**src/rtl/vend_pkg.sv**
```systemverilog
// vend_pkg: shared types, widths and helpers for the vending controller
package vend_pkg;
    localparam int NUM_PROD = 10;
    localparam int ID_W = 4;
    localparam int CREDIT_W = 8;
    localparam int STOCK_W = 4;

    typedef enum logic [2:0] {IDLE, CHECK, PAY, DISPENSE, CHANGE} state_t;

    function automatic logic valid_id(input logic [ID_W-1:0] id);
        return id != '0 && id <= ID_W'(NUM_PROD);
    endfunction
endpackage

```
**src/rtl/vend_if.sv**
```systemverilog
// vend_if: front-panel, restock and actuator signals of the vending controller
interface vend_if;
    import vend_pkg::*;
    logic sel_valid;
    logic [ID_W-1:0] sel_no;
    logic coin_valid;
    logic [CREDIT_W-1:0] coin_val;
    logic cancel;
    logic restock_valid;
    logic [ID_W-1:0] restock_no;
    logic [STOCK_W-1:0] restock_qty;
    logic busy;
    logic in_stock;
    logic reject;
    logic coin_return;
    logic dispense_valid;
    logic [ID_W-1:0] dispense_no;
    logic change_valid;
    logic [CREDIT_W-1:0] change_amt;
    logic [CREDIT_W-1:0] credit;
    logic [STOCK_W*NUM_PROD-1:0] stock_flat;

    modport master (
        output sel_valid, sel_no, coin_valid, coin_val, cancel, restock_valid, restock_no, restock_qty,
        input busy, in_stock, reject, coin_return, dispense_valid, dispense_no, change_valid, change_amt,
        credit, stock_flat
    );
    modport slave (
        input sel_valid, sel_no, coin_valid, coin_val, cancel, restock_valid, restock_no, restock_qty,
        output busy, in_stock, reject, coin_return, dispense_valid, dispense_no, change_valid, change_amt,
        credit, stock_flat
    );
endinterface

```
**src/rtl/vend_stock_bank.sv**
```systemverilog
// vend_stock_bank: per-product stock counters with dispense decrement and saturating restock
module vend_stock_bank
    import vend_pkg::*;
#(
    parameter logic [STOCK_W-1:0] INIT_STOCK = 4'd5
) (
    input  logic                        clk,
    input  logic                        rst_n,
    input  logic                        dec_valid,
    input  logic [ID_W-1:0]             dec_no,
    input  logic                        rs_valid,
    input  logic [ID_W-1:0]             rs_no,
    input  logic [STOCK_W-1:0]          rs_qty,
    input  logic [ID_W-1:0]             rd_no,
    output logic [STOCK_W-1:0]          rd_stock,
    output logic [STOCK_W*NUM_PROD-1:0] stock_flat
);
    logic [STOCK_W-1:0] stock [NUM_PROD];

    for (genvar i = 0; i < NUM_PROD; i++) begin : g_ent
        logic [STOCK_W-1:0] q;
        logic dec, add;
        logic [STOCK_W:0] sum;
        // decrement and restock merge into one sum so a same-cycle pair never loses either update
        assign dec = dec_valid && dec_no == ID_W'(i + 1) && q != '0;
        assign add = rs_valid && rs_no == ID_W'(i + 1);
        assign sum = {1'b0, q} + (add ? {1'b0, rs_qty} : '0) - {{STOCK_W{1'b0}}, dec};
        always_ff @(posedge clk or negedge rst_n)
            if (!rst_n) q <= INIT_STOCK;
            else q <= sum[STOCK_W] ? '1 : sum[STOCK_W-1:0];
        assign stock[i] = q;
        assign stock_flat[STOCK_W*i +: STOCK_W] = q;
    end

    assign rd_stock = stock[rd_no - ID_W'(1)];
endmodule

```
**src/rtl/vend_controller.sv**
```systemverilog
// vend_controller: select, stock check, coin credit, dispense and change sequencing
module vend_controller
    import vend_pkg::*;
#(
    parameter logic [CREDIT_W-1:0] PRICE = 8'd25,
    parameter logic [STOCK_W-1:0] INIT_STOCK = 4'd5,
    parameter int TIMEOUT = 1000
) (
    input logic   clk,
    input logic   rst_n,
    vend_if.slave bus
);
    localparam int TMR_W = $clog2(TIMEOUT + 1);
    localparam logic [TMR_W-1:0] TMR_MAX = TMR_W'(TIMEOUT);

    state_t state;
    logic [ID_W-1:0] id;
    logic [CREDIT_W-1:0] credit, pay_credit, left;
    logic [CREDIT_W:0] coin_sum;
    logic [TMR_W-1:0] tmr;
    logic [STOCK_W-1:0] cur_stock;

    assign coin_sum = {1'b0, credit} + {1'b0, bus.coin_val};
    assign pay_credit = !bus.coin_valid ? credit : coin_sum[CREDIT_W] ? '1 : coin_sum[CREDIT_W-1:0];
    assign left = credit - PRICE;
    assign bus.busy = state != IDLE;
    assign bus.credit = credit;

    vend_stock_bank #(.INIT_STOCK(INIT_STOCK)) u_stock (
        .clk        (clk),
        .rst_n      (rst_n),
        .dec_valid  (state == DISPENSE),
        .dec_no     (id),
        .rs_valid   (bus.restock_valid),
        .rs_no      (bus.restock_no),
        .rs_qty     (bus.restock_qty),
        .rd_no      (id),
        .rd_stock   (cur_stock),
        .stock_flat (bus.stock_flat)
    );

    always_ff @(posedge clk or negedge rst_n) begin
        if (!rst_n) begin
            state <= IDLE;
            id <= '0;
            credit <= '0;
            tmr <= '0;
            bus.in_stock <= 1'b0;
            bus.reject <= 1'b0;
            bus.coin_return <= 1'b0;
            bus.dispense_valid <= 1'b0;
            bus.dispense_no <= '0;
            bus.change_valid <= 1'b0;
            bus.change_amt <= '0;
        end else begin
            bus.reject <= 1'b0;
            bus.coin_return <= bus.coin_valid && state != PAY;
            bus.dispense_valid <= 1'b0;
            bus.dispense_no <= '0;
            bus.change_valid <= 1'b0;
            bus.change_amt <= '0;
            case (state)
                IDLE:
                    if (bus.sel_valid) begin
                        if (valid_id(bus.sel_no)) begin
                            id <= bus.sel_no;
                            state <= CHECK;
                        end else bus.reject <= 1'b1;
                    end
                CHECK: begin
                    bus.in_stock <= cur_stock != '0;
                    bus.reject <= cur_stock == '0;
                    state <= cur_stock != '0 ? PAY : IDLE;
                    tmr <= '0;
                end
                PAY: begin
                    // a coin arriving with cancel is credited first, so the refund includes it
                    credit <= pay_credit;
                    tmr <= bus.coin_valid ? '0 : tmr + 1'b1;
                    if (credit >= PRICE) begin
                        state <= DISPENSE;
                        bus.dispense_valid <= 1'b1;
                        bus.dispense_no <= id;
                    end else if (bus.cancel || tmr == TMR_MAX) begin
                        state <= CHANGE;
                        bus.change_valid <= pay_credit != '0;
                        bus.change_amt <= pay_credit;
                    end
                end
                DISPENSE: begin
                    credit <= left;
                    bus.change_valid <= left != '0;
                    bus.change_amt <= left;
                    state <= CHANGE;
                end
                CHANGE: begin
                    credit <= '0;
                    state <= IDLE;
                end
                default: state <= IDLE;
            endcase
        end
    end
endmodule
```
**src/flat_wrapper.sv**
```systemverilog
// flat-port wrapper written by rule: the top's interface ports become plain ports
module vend_controller_flat import vend_pkg::*;
#(
    parameter logic [CREDIT_W-1:0] PRICE = 8'd25,
    parameter logic [STOCK_W-1:0] INIT_STOCK = 4'd5,
    parameter int TIMEOUT = 1000
)
  (clk, rst_n, bus_sel_valid, bus_sel_no, bus_coin_valid, bus_coin_val, bus_cancel, bus_restock_valid, bus_restock_no, bus_restock_qty, bus_busy, bus_in_stock, bus_reject, bus_coin_return, bus_dispense_valid, bus_dispense_no, bus_change_valid, bus_change_amt, bus_credit, bus_stock_flat);
  vend_if bus_i ();
  input logic clk;
  input logic rst_n;
  input wire logic [$bits(bus_i.sel_valid)-1:0] bus_sel_valid;
  input wire logic [$bits(bus_i.sel_no)-1:0] bus_sel_no;
  input wire logic [$bits(bus_i.coin_valid)-1:0] bus_coin_valid;
  input wire logic [$bits(bus_i.coin_val)-1:0] bus_coin_val;
  input wire logic [$bits(bus_i.cancel)-1:0] bus_cancel;
  input wire logic [$bits(bus_i.restock_valid)-1:0] bus_restock_valid;
  input wire logic [$bits(bus_i.restock_no)-1:0] bus_restock_no;
  input wire logic [$bits(bus_i.restock_qty)-1:0] bus_restock_qty;
  output wire logic [$bits(bus_i.busy)-1:0] bus_busy;
  output wire logic [$bits(bus_i.in_stock)-1:0] bus_in_stock;
  output wire logic [$bits(bus_i.reject)-1:0] bus_reject;
  output wire logic [$bits(bus_i.coin_return)-1:0] bus_coin_return;
  output wire logic [$bits(bus_i.dispense_valid)-1:0] bus_dispense_valid;
  output wire logic [$bits(bus_i.dispense_no)-1:0] bus_dispense_no;
  output wire logic [$bits(bus_i.change_valid)-1:0] bus_change_valid;
  output wire logic [$bits(bus_i.change_amt)-1:0] bus_change_amt;
  output wire logic [$bits(bus_i.credit)-1:0] bus_credit;
  output wire logic [$bits(bus_i.stock_flat)-1:0] bus_stock_flat;
  assign bus_i.sel_valid = bus_sel_valid;
  assign bus_i.sel_no = bus_sel_no;
  assign bus_i.coin_valid = bus_coin_valid;
  assign bus_i.coin_val = bus_coin_val;
  assign bus_i.cancel = bus_cancel;
  assign bus_i.restock_valid = bus_restock_valid;
  assign bus_i.restock_no = bus_restock_no;
  assign bus_i.restock_qty = bus_restock_qty;
  assign bus_busy = bus_i.busy;
  assign bus_in_stock = bus_i.in_stock;
  assign bus_reject = bus_i.reject;
  assign bus_coin_return = bus_i.coin_return;
  assign bus_dispense_valid = bus_i.dispense_valid;
  assign bus_dispense_no = bus_i.dispense_no;
  assign bus_change_valid = bus_i.change_valid;
  assign bus_change_amt = bus_i.change_amt;
  assign bus_credit = bus_i.credit;
  assign bus_stock_flat = bus_i.stock_flat;
  vend_controller #(.PRICE(PRICE), .INIT_STOCK(INIT_STOCK), .TIMEOUT(TIMEOUT)) u_core (.clk(clk), .rst_n(rst_n), .bus(bus_i));
endmodule
```
**config.mk**
```make
export PLATFORM = sky130hd
export DESIGN_NAME = vend_controller_flat
export DESIGN_NICKNAME = d
export VERILOG_FILES = /design/src/rtl/vend_pkg.sv /design/src/rtl/vend_if.sv /design/src/rtl/vend_stock_bank.sv /design/src/rtl/vend_controller.sv /design/src/flat_wrapper.sv
export SDC_FILE = /design/constraint.sdc
export NUM_CORES = 1
export LEC_CHECK = 0
export ABC_AREA = 0
export BUFFER_PORTS_ARGS = -buffer_cell sky130_fd_sc_hd__buf_2
export CAP_MARGIN = 20
export CORE_UTILIZATION = 38
export DETAILED_ROUTE_END_ITERATION = 10
export GPL_TIMING_DRIVEN = 0
export MAX_ROUTING_LAYER = met4
export PLACE_DENSITY_LB_ADDON = 0.3
export SLEW_MARGIN = 20
export SYNTH_ARGS = -nofsm -noshare
export SYNTH_HDL_FRONTEND = slang
export SYNTH_SLANG_ARGS = --single-unit
```
**constraint.sdc**
```tcl
create_clock -name clk -period 6.9 [get_ports clk]
set_input_delay 1.035 -clock clk [delete_from_list [all_inputs] [get_ports clk]]
set_output_delay 1.035 -clock clk [all_outputs]
set_load 0.1 [all_outputs]
```
======== After elaboration in Yosys (flattened, before gate mapping) ========
Index checks and enable logic that the tools add are counted.
Widths: inputs -> output; s select.
storage, ports and cells
  word-level logic and storage cells ...... 179
  bits in read-only memories .............. 0
  input bits .............................. 26
  bits in writable memories ............... 0
  memories ................................ 0
  output and inout port bits .............. 66
  latch bits .............................. 0
  flip-flop bits (word level) ............. 82
operators by class
  add/subtract/negate cells ............... 24
  div/mod/pow operators ................... 0
  reductions and logical operators ........ 54
  magnitude comparators ................... 3
  $mul .................................... 0
  bitwise gates (word level) .............. 1
  shift-type cells ........................ 0
  equal/unequal tests ..................... 29
  mux-type cells .......................... 47
operator list
  kind                   count
  $mux 4                 24
  $add 4x4->5            10
  $sub 5x1->5            10
  $reduce_bool 4->1      12
  $eq 4x3->1 const B     8
  $logic_and 1x1->1      32
  $mux 8                 4
  $eq 4x4->1 const B     6
  $pmux 8 s3             1
  $pmux 10 s2            1
  $bmux 4 s4             1
  $eq 4x2->1 const B     4
  $pmux 8 s2             1
  $reduce_bool 8->1      2
  $mux 3                 4
  $pmux 3 s4             1
  $add 10x1->10 const B  1
  $eq 10x10->1 const B   1
  $mux 10                1
  $add 8x8->9            1
  $eq 4x1->1 const B     2
  $ge 8x5->1 const B     1
  $sub 8x5->8 const B    1
  $eq 3x2->1 const B     2
  19 further kinds       27

======== Depth between registers and ports, before layout ========
  depth in word-level cells ............... 8
  mapped depth ............................ 18
  mapped depth without buffers ............ 15

======== Modules after synthesis ========
Synthesis repeated with hierarchy kept, for this count alone.
second synthesis, totals
  cells, all modules ...................... 759
  area total of the unflattened synthesis .. 6920.4 µm²
modules (own cells, without submodules)
  module           area each (µm²)  cells each  sequential area each (µm²)  times used
  vend_stock_bank  4204.0           473         1026.0                      1
  vend_controller  2716.4           286         1051.0                      1

======== Worst setup path before layout ========
OpenSTA, ideal clock, no wires.
  kind .................................... register to register
  start ................................... register u_core.u_stock.g_ent[0].q[1]
  end ..................................... register u_core.u_stock.g_ent[0].q[1]
  path buffers ............................ 0
  stages on the path, launching flop included .. 13
  data arrival time ....................... 2.974 ns
  slack ................................... 3.799 ns
  required time ........................... 6.773 ns
  setup time .............................. 0.127 ns
  clock period less this slack ............ 3.101 ns
  cell sequence ........................... dfrtp_1 > or4_4 > and3_2 > ha_1 > inv_1 > ha_1 > inv_1 > fa_1 > inv_1 > a21o_1 > a21oi_1 > xor2_1 > nand2_1
between the ends
  longest elaborated chain between the ends .. 4
  elaborated cells between the ends (all ways) .. 5
  those cells by class .................... add/sub: 2; mux: 1; reduce/logical: 2
RTL lines
  what                                                                 RTL line               RTL
  start: declaration                                                   vend_stock_bank.sv:21  logic [STOCK_W-1:0] q;
  start signal: assignment                                             vend_stock_bank.sv:30  else q <= sum[STOCK_W] ? '1 : sum[STOCK_W-1:0];
  parallel branches: the longest is 2 deep, another holds $add 4x4->5  -
  $sub 5x1->5 *                                                        vend_stock_bank.sv:27  assign sum = {1'b0, q} + (add ? {1'b0, rs_qty} : '0) - {{STOCK_W{1'b0}}, dec};
  $mux 4 *                                                             vend_stock_bank.sv:30
Every way passes the cells marked *.
A chain may end at the register's enable or synchronous reset.

======== Final worst setup path ========
  start ................................... register u_core.state[1]
  end ..................................... register u_core.u_stock.g_ent[1].q[1]
between the ends
  longest elaborated chain between the ends .. 5
RTL lines
  what                             RTL line               RTL
  start: declaration               vend_controller.sv:16  state_t state;
  start signal: assignment         vend_controller.sv:73  state <= cur_stock != '0 ? PAY : IDLE;
  $eq 3x2->1                       vend_controller.sv:32  .dec_valid (state == DISPENSE),
  $logic_and 1x1->1 (2 in series)  vend_stock_bank.sv:25  assign dec = dec_valid && dec_no == ID_W'(i + 1) && q != '0;
  $sub 5x1->5                      vend_stock_bank.sv:27
  $mux 4                           vend_stock_bank.sv:30
  end signal: assignment           vend_stock_bank.sv:30
  end: declaration                 vend_stock_bank.sv:21
No other way between the ends.

==> run summary <==
Row count: 48
Crit-path max FO: 10
Synth-to-Final Area Change: 15.7%
Fin crit share: 52.8%
Largest net degree at the start of global routing: 43
Syn Area/Cell: 8.64 um2
Tot Pwr: 3.59 mW
Clock Path Buffers: 2
Vias in the first global route: 5,554
Power Density: 460 mW/mm2
Fin Clk Skew: 0.00628 ns
Worst setup SP type: flip-flop
Pins Over Slew Limit: 0
CTS Root Cell: clkbuf_16
Cts hold-fix bufs: 0
Fin Setup TNS: 0 ns
Syn nets: 914
Reg power frac: 21.3%
First-pass GRT wire length: 26.9 mm
All-Layer GR Usage: 19.4%
Synth area leaders: dfrtp_1 (23%), ha_1 (18%), inv_1 (8.0%)
Sink Count: 82
RePlAce Congestion: 0.859
Number of iterations in the first detailed-routing pass: 6
Synth unique cells: 60
DP HPWL: 12.6 mm
Post-synth top area share: 23.0%
Die height: 135 um
Clock power share: 13.9%
Layout cells sized above 1: 16.7%
Post-route minimum period: 3.64 ns
Post-DRT Antenna Nets: 0
Post-Syn Instances: 781
Synth area leader: dfrtp_1
Hold Crit Class: flip-flop to flip-flop
Antenna violations before repair: 1
CTS H-tree depth: 3
Initial Utilization: 39.0%
Most frequent cells in the layout: inv_1 (143), nand2_1 (98), ha_1 (96), buf_2 (90), dfrtp_1 (62)
Logic gate share of total power: 64.8%
Worst skew pair latency: 0.35 ns
WL per Instance: 14.4 um
CP Data Required Time: 7.13 ns
Worst Path Arrival: 3.87 ns
Worst VDD drop: 0.301 mV
Max Cap Viol: 0
DRC viols: 0
Worst rel slew slack: 54.9%
Count of yosys warnings during synthesis: 0
Final hold vios: 0
CP Class: flip-flop to flip-flop
Post-CTS Resized: 0
1st-iter DRT viols: 291
Power Internal: 1.58 mW
CP endpoint kind: flip-flop
RSZ-0062 raised after global routing: no
Die Span X: 135 um
Total length of routed wires: 16.0 mm
Die ar.: 0.0183 mm2
Commonest non-fill, non-tap cell in the layout: inv_1
Clock-pin transition on the worst setup and hold timing paths: 0.06 ns
Worst slew pin tran: 0.671 ns
Num CTS Buffers: 9
Via-per-instance ratio: 4.97
# port buffers: 88
# nets final: 1,014
Post-CTS Setup Repair Bufs: 0
Post-synthesis sequential area ratio: 30.8%
Leakage power: 4.08 nW
CTS tree: built
Synthesis-stage register bit count: 82
Switching part of the total: 56.2%
Placeable Area: 0.0173 mm2
Outcome: complete, no violations
Sw power: 2.02 mW
Achievable Freq: 274 MHz
Vias: 5,528
Post-synth EDFFs: 0
Synth Cell Area: 0.00675 mm2
# IOs: 92
Main flop type after synthesis: dfrtp_1
Total gr overflow: 0
Ys async rst share: 100%
Final setup fails: 0
-- worst paths after layout --
path,from,endpoint,slack [ns],cells after the start
max in group asynchronous,rst_n,u_core.u_stock.g_ent[9].q[2]$_DFF_PN1_,5.57,2
min in group asynchronous,rst_n,u_core.u_stock.g_ent[4].q[3]$_DFF_PN0_,0.66,1
setup reg to reg,u_core.state[1]$_DFFE_PN0P_,u_core.u_stock.g_ent[1].q[1]$_DFF_PN0_,3.26,17
hold reg to reg,u_core.tmr[9]$_DFFE_PN0P_,u_core.tmr[9]$_DFFE_PN0P_,0.50,1
setup / recovery,u_core.state[1]$_DFFE_PN0P_,u_core.u_stock.g_ent[1].q[1]$_DFF_PN0_,3.26,17
hold / removal,u_core.tmr[9]$_DFFE_PN0P_,u_core.tmr[9]$_DFFE_PN0P_,0.50,1
-- through the flow --
stage	setup slack [ns]	cells	hold WS [ns]	instance area, um2	utilization [%]
after floorplan	3.80	781	0.445	6750	-
after global placement	3.28	1094	0.476	7470	43.2
after detailed placement	3.28	1095	0.490	7500	43.4
after CTS	3.26	1111	0.505	7810	45.1
after global routing	2.96	1112	0.527	7810	45.2
final	3.26	1112	0.502	7810	45.2
-- critical path, stage by stage (launching register included) --
cell      delay [ns]
dfrtp_1         0.33
clkbuf_8        0.16
nor2b_1         0.12
clkbuf_1        0.30
nand2_1         0.16
clkbuf_1        0.29
nor3_1          0.39
and3_1          0.23
ha_1            0.23
inv_1           0.06
ha_1            0.16
inv_1           0.05
fa_1            0.39
inv_1           0.07
a21o_1          0.10
a21oi_1         0.07
xor2_1          0.29
nand2_1         0.10
-- cell families (layout without fill, tap and decap cells) --
group	Yosys count	after routing	synth area share, %
fa+ha+maj	107	107	21.1
flops	82	82	30.8
compound gates	139	139	13.7
xor+xnor	43	43	5.58
other cells	0	1	0
simple gates	235	235	17.4
mux	9	9	1.76
buf+inv	166	271	9.73
-- layout make-up --
cell class / count / area (um2)
Clock inverter: 6 / 66.3
Sequential cell: 82 / 2080
Fill cell: 1722 / 9490
Clock buffer: 10 / 239
Multi-Input combinational cell: 533 / 4020
Tap cell: 225 / 282
Buffer: 23 / 120
Antenna cell: 1 / 2.50
Timing Repair Buffer: 89 / 470
Inverter: 143 / 537
-- synth_stat cells, types with 2 or more instances --
cell,n
ha_1,96
or3_1,5
a221oi_1,5
nand2b_1,21
nand3_1,15
inv_1,143
nor4_1,5
a311o_1,2
o31ai_1,3
a22oi_1,2
o21ai_1,2
fa_1,11
nor3_1,13
a211o_1,2
nor2_1,22
or2_2,3
a21oi_1,39
clkbuf_1,14
dfrtp_1,62
o22ai_1,6
o21a_1,3
a21o_1,26
or4_1,8
o211ai_1,3
a31oi_1,7
buf_1,3
clkbuf_8,3
and3_1,12
nand3b_1,3
mux2i_1,4
nor3b_1,4
mux2_2,3
mux4_2,2
xnor2_1,7
nand4_1,2
buf_2,3
nand2_1,98
nor2b_1,4
dfstp_2,20
and2_1,14
xor2_1,36
o21ai_0,27
-- per-layer routing --
metal | GRT usage, % | vias up | share of wire, %
li1 | - | 2798 | -
met1 | 24.6 | 2575 | 46
met2 | 31.3 | 135 | 47
met3 | 3.44 | 20 | 5.1
met4 | 6.30 | 0 | 1.5
met5 | - | - | 0
-- state kept, by name, summed over array words and instances (netlist names) --
signal                     count
u_core.bus.credit              8
u_core.bus.reject              1
u_core.id                      4
u_core.state                   3
u_core.bus.coin_return         1
u_core.bus.change_valid        1
u_core.tmr                    10
u_core.bus.dispense_valid      1
u_core.bus.dispense_no         4
u_core.u_stock.g_ent.q        40
u_core.bus.in_stock            1
u_core.bus.change_amt          8
-- power by group through the flow --
stage	logic [mW]	clock network [mW]	registers (mW)
finish	2.33	0.498	0.766
global route	2.55	0.533	0.790
CTS	2.34	0.511	0.769
detailed placement	2.32	0	0.777
global placement	2.30	0	0.776
floorplan	1.15	0	1.52
(Power assumes the default switching activity.)
